$ cat src/rtl/herald_host_bridge.sv
`default_nettype none
// ============================================================================
// Module   : herald_host_bridge
// Brief    : Host-side master for the Herald coprocessor pin bus. Serialises a
//            command and its operands with WR strobes, waits out BUSY, then
//            collects the result bytes with RD strobes.
// Revision : 1.0 - initial release
// ============================================================================
module herald_host_bridge #(
    parameter int STROBE_HIGH    = 2,
    parameter int STROBE_LOW     = 2,
    parameter int TIMEOUT_CYCLES = 4096
) (
    input  logic        clk,
    input  logic        rst,
    input  logic        start,
    input  logic [7:0]  cmd,
    input  logic [23:0] op_a,
    input  logic [23:0] op_b,
    output logic [7:0]  bus_out,
    output logic        wr_strobe,
    output logic        rd_strobe,
    input  logic [7:0]  bus_in,
    output logic [71:0] result,
    output logic [3:0]  result_len,
    output logic        done,
    output logic        err,
    output logic        busy
);

    localparam int c_PH_MAX = (STROBE_HIGH > STROBE_LOW) ? STROBE_HIGH : STROBE_LOW;
    localparam int c_PW     = (c_PH_MAX > 1) ? $clog2(c_PH_MAX) : 1;
    localparam int c_TW     = (TIMEOUT_CYCLES > 1) ? $clog2(TIMEOUT_CYCLES) : 1;

    localparam logic [c_PW-1:0] c_SH_LAST = c_PW'(STROBE_HIGH - 1);
    localparam logic [c_PW-1:0] c_SL_LAST = c_PW'(STROBE_LOW - 1);
    localparam logic [c_TW-1:0] c_TO_LAST = c_TW'(TIMEOUT_CYCLES - 1);

    localparam logic [2:0] c_ST_IDLE    = 3'd0;
    localparam logic [2:0] c_ST_SETUP   = 3'd1;
    localparam logic [2:0] c_ST_WR_HI   = 3'd2;
    localparam logic [2:0] c_ST_WR_LO   = 3'd3;
    localparam logic [2:0] c_ST_WAIT_HI = 3'd4;
    localparam logic [2:0] c_ST_WAIT_LO = 3'd5;
    localparam logic [2:0] c_ST_RD_HI   = 3'd6;
    localparam logic [2:0] c_ST_RD_LO   = 3'd7;

    logic [2:0]      r_state;
    logic [c_PW-1:0] r_phase;
    logic [c_TW-1:0] r_wait;
    logic [7:0]      r_cmd;
    logic [23:0]     r_op_a;
    logic [23:0]     r_op_b;
    logic [2:0]      r_nwr;
    logic [3:0]      r_nrd;
    logic [2:0]      r_wr_idx;
    logic [3:0]      r_rd_idx;
    logic [1:0]      r_cap;
    logic [7:0]      r_bus_out;
    logic            r_wr;
    logic            r_rd;
    logic [71:0]     r_result;
    logic [3:0]      r_result_len;
    logic            r_done;
    logic            r_err;
    logic            r_busy;

    logic            w_cmd_ok;
    logic [2:0]      w_nwr;
    logic [3:0]      w_nrd;
    logic [2:0]      w_next_idx;
    logic [7:0]      w_next_byte;
    logic            w_wait_expired;

    // Command table: number of bytes written (cmd + operands) and read back.
    always_comb begin
        w_cmd_ok = 1'b1;
        w_nwr    = 3'd7;
        w_nrd    = 4'd3;
        case (cmd)
            8'h10: begin
                w_nwr = 3'd4;
                w_nrd = 4'd6;
            end
            8'h11, 8'h12, 8'h20, 8'h21: begin
                w_nwr = 3'd7;
                w_nrd = 4'd3;
            end
            8'h13: begin
                w_nwr = 3'd7;
                w_nrd = 4'd9;
            end
            8'h23: begin
                w_nwr = 3'd4;
                w_nrd = 4'd3;
            end
            8'h22: begin
                w_nwr = 3'd1;
                w_nrd = 4'd0;
            end
            default: begin
                w_cmd_ok = 1'b0;
                w_nwr    = 3'd0;
                w_nrd    = 4'd0;
            end
        endcase
    end

    always_comb begin
        w_next_idx = r_wr_idx + 3'd1;
        case (w_next_idx)
            3'd0:    w_next_byte = r_cmd;
            3'd1:    w_next_byte = r_op_a[7:0];
            3'd2:    w_next_byte = r_op_a[15:8];
            3'd3:    w_next_byte = r_op_a[23:16];
            3'd4:    w_next_byte = r_op_b[7:0];
            3'd5:    w_next_byte = r_op_b[15:8];
            3'd6:    w_next_byte = r_op_b[23:16];
            default: w_next_byte = 8'h00;
        endcase
    end

    assign w_wait_expired = (r_wait == c_TO_LAST);

    always_ff @(posedge clk or posedge rst) begin
        if (rst) begin
            r_state      <= c_ST_IDLE;
            r_phase      <= '0;
            r_wait       <= '0;
            r_cmd        <= 8'h00;
            r_op_a       <= 24'h0;
            r_op_b       <= 24'h0;
            r_nwr        <= 3'd0;
            r_nrd        <= 4'd0;
            r_wr_idx     <= 3'd0;
            r_rd_idx     <= 4'd0;
            r_cap        <= 2'b00;
            r_bus_out    <= 8'h00;
            r_wr         <= 1'b0;
            r_rd         <= 1'b0;
            r_result     <= 72'h0;
            r_result_len <= 4'd0;
            r_done       <= 1'b0;
            r_err        <= 1'b0;
            r_busy       <= 1'b0;
        end else begin
            r_done <= 1'b0;
            r_err  <= 1'b0;
            r_cap  <= {r_cap[0], 1'b0};

            // The coprocessor drives the byte one clock after it sees RD rise,
            // so the capture lands two clocks after the rising edge.
            if (r_cap[1]) begin
                for (int k = 0; k < 9; k++) begin
                    if (r_result_len == 4'(k)) begin
                        r_result[k*8 +: 8] <= bus_in;
                    end
                end
                r_result_len <= r_result_len + 4'd1;
            end

            case (r_state)
                c_ST_IDLE: begin
                    r_bus_out <= 8'h00;
                    if (r_busy) begin
                        r_busy <= 1'b0;
                    end else if (start) begin
                        r_busy       <= 1'b1;
                        r_result     <= 72'h0;
                        r_result_len <= 4'd0;
                        r_cmd        <= cmd;
                        r_op_a       <= op_a;
                        r_op_b       <= op_b;
                        r_nwr        <= w_nwr;
                        r_nrd        <= w_nrd;
                        r_wr_idx     <= 3'd0;
                        if (w_cmd_ok) begin
                            r_bus_out <= cmd;
                            r_state   <= c_ST_SETUP;
                        end else begin
                            r_err <= 1'b1;
                        end
                    end
                end

                c_ST_SETUP: begin
                    r_wr    <= 1'b1;
                    r_phase <= '0;
                    r_state <= c_ST_WR_HI;
                end

                c_ST_WR_HI: begin
                    if (r_phase == c_SH_LAST) begin
                        r_wr    <= 1'b0;
                        r_phase <= '0;
                        r_state <= c_ST_WR_LO;
                    end else begin
                        r_phase <= r_phase + c_PW'(1);
                    end
                end

                c_ST_WR_LO: begin
                    if (r_phase == c_SL_LAST) begin
                        r_phase <= '0;
                        if (w_next_idx == r_nwr) begin
                            r_bus_out <= 8'h00;
                            r_wait    <= '0;
                            r_state   <= c_ST_WAIT_HI;
                        end else begin
                            r_wr_idx  <= w_next_idx;
                            r_bus_out <= w_next_byte;
                            r_state   <= c_ST_SETUP;
                        end
                    end else begin
                        r_phase <= r_phase + c_PW'(1);
                    end
                end

                c_ST_WAIT_HI: begin
                    if (bus_in[7]) begin
                        r_wait  <= '0;
                        r_state <= c_ST_WAIT_LO;
                    end else if (w_wait_expired) begin
                        r_err   <= 1'b1;
                        r_state <= c_ST_IDLE;
                    end else begin
                        r_wait <= r_wait + c_TW'(1);
                    end
                end

                c_ST_WAIT_LO: begin
                    if (!bus_in[7]) begin
                        if (r_nrd == 4'd0) begin
                            r_done  <= 1'b1;
                            r_state <= c_ST_IDLE;
                        end else begin
                            r_rd     <= 1'b1;
                            r_phase  <= '0;
                            r_rd_idx <= 4'd0;
                            r_cap    <= {r_cap[0], 1'b1};
                            r_state  <= c_ST_RD_HI;
                        end
                    end else if (w_wait_expired) begin
                        r_err   <= 1'b1;
                        r_state <= c_ST_IDLE;
                    end else begin
                        r_wait <= r_wait + c_TW'(1);
                    end
                end

                c_ST_RD_HI: begin
                    if (r_phase == c_SH_LAST) begin
                        r_rd    <= 1'b0;
                        r_phase <= '0;
                        r_state <= c_ST_RD_LO;
                    end else begin
                        r_phase <= r_phase + c_PW'(1);
                    end
                end

                c_ST_RD_LO: begin
                    if (r_phase == c_SL_LAST) begin
                        r_phase <= '0;
                        if (r_rd_idx == r_nrd - 4'd1) begin
                            r_done  <= 1'b1;
                            r_state <= c_ST_IDLE;
                        end else begin
                            r_rd_idx <= r_rd_idx + 4'd1;
                            r_rd     <= 1'b1;
                            r_cap    <= {r_cap[0], 1'b1};
                            r_state  <= c_ST_RD_HI;
                        end
                    end else begin
                        r_phase <= r_phase + c_PW'(1);
                    end
                end

                default: begin
                    r_state <= c_ST_IDLE;
                end
            endcase
        end
    end

    // Strobe widths below these limits would let the capture slip past RD_LO.
    always @(posedge clk) begin
        assert (STROBE_HIGH >= 1 && STROBE_LOW >= 1 && (STROBE_HIGH + STROBE_LOW) >= 2);
    end

    assign bus_out    = r_bus_out;
    assign wr_strobe  = r_wr;
    assign rd_strobe  = r_rd;
    assign result     = r_result;
    assign result_len = r_result_len;
    assign done       = r_done;
    assign err        = r_err;
    assign busy       = r_busy;

endmodule
`default_nettype wire

$ cat config.mk
export PLATFORM = sky130hd
export DESIGN_NAME = herald_host_bridge
export DESIGN_NICKNAME = d
export VERILOG_FILES = /design/src/rtl/herald_host_bridge.sv
export SDC_FILE = /design/constraint.sdc
export NUM_CORES = 1
export LEC_CHECK = 0
export ABC_AREA = 1
export CORE_AREA = 2 2 171 173
export DETAILED_ROUTE_END_ITERATION = 10
export DIE_AREA = 0 0 173 175
export PLACE_DENSITY = 0.6
export SLEW_MARGIN = 10
export SYNTH_ARGS = -nofsm -noshare
export SYNTH_HDL_FRONTEND = slang
export SYNTH_SLANG_ARGS = --single-unit
$ cat constraint.sdc
create_clock -name clk -period 15.3 [get_ports clk]
set_clock_uncertainty 0.15 [all_clocks]
set_input_delay 3.06 -clock clk [delete_from_list [all_inputs] [get_ports clk]]
set_output_delay 3.06 -clock clk [all_outputs]
set_load 0.02 [all_outputs]
======== Yosys cells after proc, flatten, opt, wreduce, memory -nomap -nowiden ========
Index checks and enable logic that the tools add are counted.
cells by class
  reduce and logical (&&, ||, !) cells .... 24
  add/subtract/negate cells ............... 6
  eq/ne operators ......................... 45
  bitwise gates (word level) .............. 1
  multiplexer cells ....................... 87
operators by type and width
  operator                 number
  $mux W72                 4
  $mux W8                  14
  $mux W12                 5
  $pmux W8 S7              1
  $mux W3                  17
  $pmux W12 S3             1
  $eq A8 B5 Y1 const B     4
  $eq A8 B6 Y1 const B     4
  $mux W4                  8
  $ne A2 B2 Y1 const B     13
  $mux W1                  25
  $pmux W3 S8              1
  $eq A3 B3 Y1 const B     7
  $eq A4 B3 Y1 const B     4
  $pmux W8 S2              1
  $add A12 B1 Y12 const B  1
  $eq A12 B12 Y1 const B   1
  $eq A3 B2 Y1 const B     4
  $pmux W4 S3              1
  $reduce_and A5 Y1        2
  $reduce_or A5 Y1         2
  $pmux W1 S3              3
  $pmux W3 S3              1
  $reduce_bool A3 Y1       3
  other kinds (25)         36
word-level totals
  word-level logic and storage cells ...... 182
  input bits .............................. 67
  output and inout bits ................... 89
  register bits after elaboration ......... 177

======== Logic depth before layout (Yosys ltp) ========
  depth in word-level cells ............... 7
  gate-level depth with buffers ........... 14

======== Worst setup path before layout ========
OpenSTA, ideal clock, no wires.
  path type ............................... in2reg
  start ................................... input port cmd[7]
  end ..................................... register r_nrd[0]
  setup slack ............................. 11.151 ns
  stages on the path ...................... 8
  buffers on the path ..................... 0
  data arrival time ....................... 3.862 ns
  cell sequence ........................... inv_1 -> nand2_1 -> nor2_1 -> inv_1 -> nor2_1 -> or2_2 -> o21ai_0 -> o211ai_1
between the ends
  word-level cells in the longest chain between the ends .. 3
  elaborated cells between the ends (all ways) .. 9
  those cells by class .................... eq/ne (7); mux (1); reduce/logical (1)
ends and longest elaborated chain
  element                                              RTL line  text
  start, declared                                      17        input logic [7:0] cmd,
  $eq A8 B6 Y1 / $eq A8 B5 Y1 (equally long branches)  80        case (cmd)
  $reduce_or A5 Y1 (no source line)                    -
  $pmux W4 S3 *                                        80
  end signal, assigned                                 175       r_nrd <= w_nrd;
  end, declared                                        55        logic [3:0] r_nrd;
Mark *: on every way between the ends. The rest lies on a longest branch, timed or not.
A chain may end at the register's enable or synchronous reset.

======== Worst setup path after layout ========
  start ................................... input port start
  end ..................................... register r_wr_idx[0]
between the ends
  word-level cells in the longest chain between the ends .. 2
ends and longest elaborated chain
  element                             RTL line  text
  start, declared                     16        input logic start,
  $ne A2 B2 Y1 (no source line)       -
  $reduce_and A5 Y1 (no source line)  -
  end signal, assigned                210       r_wr_idx <= w_next_idx;
  end, declared                       56        logic [2:0] r_wr_idx;
No other way between the ends.

==> results <==
- The flow ran to the end, and the final reports show no timing, DRC or antenna violations.
- In this run the cell area measured after placement is between 10000 and 15000 um2.
- The cell area power density is 94.6 nW/um2.
- The area growth from synthesis to layout is 30.6%.
- After detailed routing, the total wire length is 23700 um.
- The number of failing setup endpoints in the final timing report is 0.
- At the pin with the least slew margin, the transition time is 0.995 ns.
- The count of nets left with antenna violations once routing finished came out at 0.
- The via count of the first global-routing pass was 7083.
- In this run, synthesis produced a sequential element count of approximately 180.
- The number of search-and-repair iterations in the first detailed-routing pass is 5.
- The filler cell count in the final layout is between 2k and 3k.
- The worst pin sits at a relative slew slack of 33.7%.
- The number of instances in the synthesized netlist is about 1.1k.
- The worst setup path is captured at a flop.
- The number of pins exceeding their max-slew limit in the final report is 0.
- The initialized floorplan defines 62 standard-cell rows.
- IR analysis of the VDD net gives a maximum drop of 0.0645 mV.
- After global routing the overflow that remains totals 0.
- The sum of negative setup slack is 0 ns.
- The leakage component of the power is 5.29 nW.
- The first global-routing pass estimated around 38000 um of wire.
- After routing the design area is 11000 um2.
- The wire-length estimate of the detail-placed layout is 16400 um.
- At the end of routability-driven placement, the weighted congestion stood at 0.801.
- Yosys instantiated no cell more often than sky130_fd_sc_hd__nand2_1.
- The part of the Yosys area used for sequential elements is 52.8%.
- The number of synthesis warnings is 0.
- The final critical delay including setup and external delays is slightly above 6 ns.
- After detailed routing, the number of remaining DRC violations is 0.
- For this configuration, the core starts out at a cell density of ~30%.
- The die extent in x is between 150 and 200 um.
- The min-delay analysis places its worst path in the category reg2reg.
- The overall via count from detail_route is 7400.
- The count of routing violations after the opening detailed-route iteration is ~550.
- The total of hold buffers inserted after clock tree synthesis is 0.
- The cell taking the most area after synthesis is sky130_fd_sc_hd__dfrtp_1.
- For this run, the share of the core covered by cells in the final layout is between 30% and 40%.
- Clock-pin slew was measured on the worst setup and hold paths at 0.08 ns.
- In the final layout, the share of cells above drive strength 1 is around 5.4%.
- Of the total power, combinational logic draws 7.5%.
- The number of buffers on the longest clock path is 2.
- The clock group share of total power is 45.9%.
- The final hold violation count is 0.
- Setup repair after global routing left no endpoint under its margin.
- The clock latency of the later-clocked register in the worst-skew pair is roughly 0.44 ns.
- The number of antenna violations at the first check in global routing is 2.
- The sequential share of power is between 40 and 50%.
- The die covers 30300 um2.
- Entering global routing, the biggest net connects approximately 110 pins.
- The analysis attributes to net switching a power of between 0.0002 and 0.0003 W.
- 0 antenna diodes ended up in the layout.
- On the final layout, the worst hold slack is 0.214 ns.
- Across the run, the number of max-cap violations was 0.
- By count the netlist is led by sky130_fd_sc_hd__nand2_1, sky130_fd_sc_hd__nor2_1, sky130_fd_sc_hd__dfrtp_1.
- In this run, synthesis inferred 0 flip-flops with an integrated enable.
- The part of the cycle the worst path needs is 39.4%.
- The internal power of the cells totals 0.000747 W.
- Summed over all nets, wire length on met2 after detailed routing comes to 10800 um.
- After detailed routing, the average wire length per cell comes to ~15 um.
- The maximum fanout along the worst path is 73.
- The number of sinks driven by the clock tree is 177.
- The net total in the final layout is roughly 1.3k.
- Across every metal layer, demand over resource in global routing totals around 16%.
- Yosys attributes the largest share of cell area to sky130_fd_sc_hd__dfrtp_1, sky130_fd_sc_hd__nand2_1, sky130_fd_sc_hd__nor2_1.
- The clock tree from TritonCTS is done.
- In the synthesized netlist the async set-or-reset flop fraction comes to 100%.
- The routed design uses 1700 um of met3 wire.
- For this run, the leading register cell type out of synthesis is sky130_fd_sc_hd__dfrtp_1.
- In this run the biggest area consumer among cell types represents 52.8% of the synthesized area.
- STA classifies the critical path startpoint as an input pin.
- The buffer type at the clock tree root is sky130_fd_sc_hd__clkbuf_16.
- Measured along the y axis, the die boundary spans 175 um.
- The number of nets in the synthesized netlist is 1164.
- The placeable core region is about 28000 um2.
- Of the total power, the share spent switching nets is 28.0%.
- The post-synthesis cell type count is 33.
- The worst setup path is of the in2reg kind.
- In this run the tool buffered the top-level ports with 155 buffer cells.
- The via density per instance is around 4.6.
- The highest metal layer with signal wires is met5.
- For this design the top-level I/O count stands at 156.
- Each instance of the synthesized netlist takes up on average roughly 7.7 um2.
- After synthesis the cells add up to 8390 um2.
- The number of H-tree levels is 4.
- In this run, post-CTS repair resized a total of 0 instances.
- Data arrives at the worst endpoint at 6.21 ns.
- The post-CTS repair timing setup buffer count is 0.
- The endpoint required time on the critical path is between 15 and 20 ns.
- Based on the critical path, the design can be clocked at up to 0.166 GHz.
- The routed length on met1 is 10800 um.
- In this run, CTS created clock tree buffers numbering 17.
cells in the final DEF, fill, tap and decap left out, drive strengths merged, types with 3 or more instances in the layout:
| master | instances |
|---|---|
| a21oi | 20 |
| buf | 3 |
| clkbuf | 17 |
| clkdlybuf4s50 | 155 |
| clkinv | 5 |
| dfrtp | 177 |
| ha | 14 |
| inv | 109 |
| nand2 | 322 |
| nand3 | 43 |
| nand4 | 3 |
| nor2 | 207 |
| nor3 | 9 |
| o211ai | 7 |
| o21ai | 127 |
| o22ai | 5 |
| or2 | 3 |
| xor2 | 7 |
worst max-delay path, cell delays in order:
cell and delay [ns]:
sky130_fd_sc_hd__clkdlybuf4s50_1 0.46, sky130_fd_sc_hd__nand2_1 0.11, sky130_fd_sc_hd__nor2_4 0.11, sky130_fd_sc_hd__buf_4 0.53, sky130_fd_sc_hd__clkinv_2 0.77, sky130_fd_sc_hd__buf_4 0.60
sky130_fd_sc_hd__nand2_1 0.18, sky130_fd_sc_hd__o21ai_0 0.15, sky130_fd_sc_hd__nor2_1 0.13, sky130_fd_sc_hd__a21oi_1 0.05
through the flow:
step | std cells | power [W] | setup slack [ns]
after floorplan | 1083 | 0.000523 | 7.29
after global routing | 1624 | 0.00108 | 8.91
after global placement | 1592 | 0.000571 | 8.82
final | 1624 | 0.00104 | 9.27
after CTS | 1624 | 0.00105 | 9.25
after detailed placement | 1592 | 0.000571 | 8.78
cell families after synthesis:
| kind of cell | share of synthesized area, % |
|---|---|
| buffers and inverters | 6.16 |
| xor gates and xnor gates | 0.731 |
| AOI/OAI and AO/OA | 10.2 |
| adders and majority gates | 2.09 |
| and+or+nand+nor | 28.0 |
| DFF | 52.8 |
path summary, 6_finish.rpt:
check                                 from           to  slack, ns  cells past startpoint
worst max-delay path                 start  r_wr_idx[0]       9.27                     10
worst min-delay path              r_cap[0]     r_cap[1]       0.21                      0
worst max register to register  r_state[0]  r_wr_idx[0]      11.56                     10
worst min register to register    r_cap[0]     r_cap[1]       0.21                      0
max in group asynchronous              rst     r_nrd[2]      10.39                      3
min in group asynchronous              rst   result[53]       3.07                      2
power by group through the flow:
stage,Sequential (W),Combinational [W],Clock [W]
6_report,0.000483,0.0000775,0.000476
5_1_grt,0.000484,0.0000846,0.000508
4_1_cts,0.000483,0.0000790,0.000487
3_5_place_dp,0.000492,0.0000786,0
3_3_place_gp,0.000492,0.0000784,0
2_1_floorplan,0.000504,0.0000193,0
layout make-up:
cell class	count	area (um2)	share of cell area, %
Clock inverter	15	228	2.08
Multi-Input combinational cell	774	3440	31.4
Sequential cell	177	4430	40.4
Timing Repair Buffer	158	1570	14.4
Inverter	99	378	3.45
Tap cell	384	480	4.39
Clock buffer	17	425	3.88
metal layers:
layer	global-route usage (%)	vias to the layer above
met2	24.1	163
met1	20.6	3503
met4	4.34	4
li1	-	3708
met5	0	-
met3	5.37	22
registers in the layout (all words and copies together) (netlist names), 2 cells and up:
signal / count
r_wait: 12
r_cap: 2
bus_out: 8
result: 72
r_nrd: 4
result_len: 4
r_wr_idx: 3
r_state: 3
r_op_b: 24
r_rd_idx: 4
r_nwr: 3
r_cmd: 8
r_op_a: 24
(Power assumes the default switching activity.)
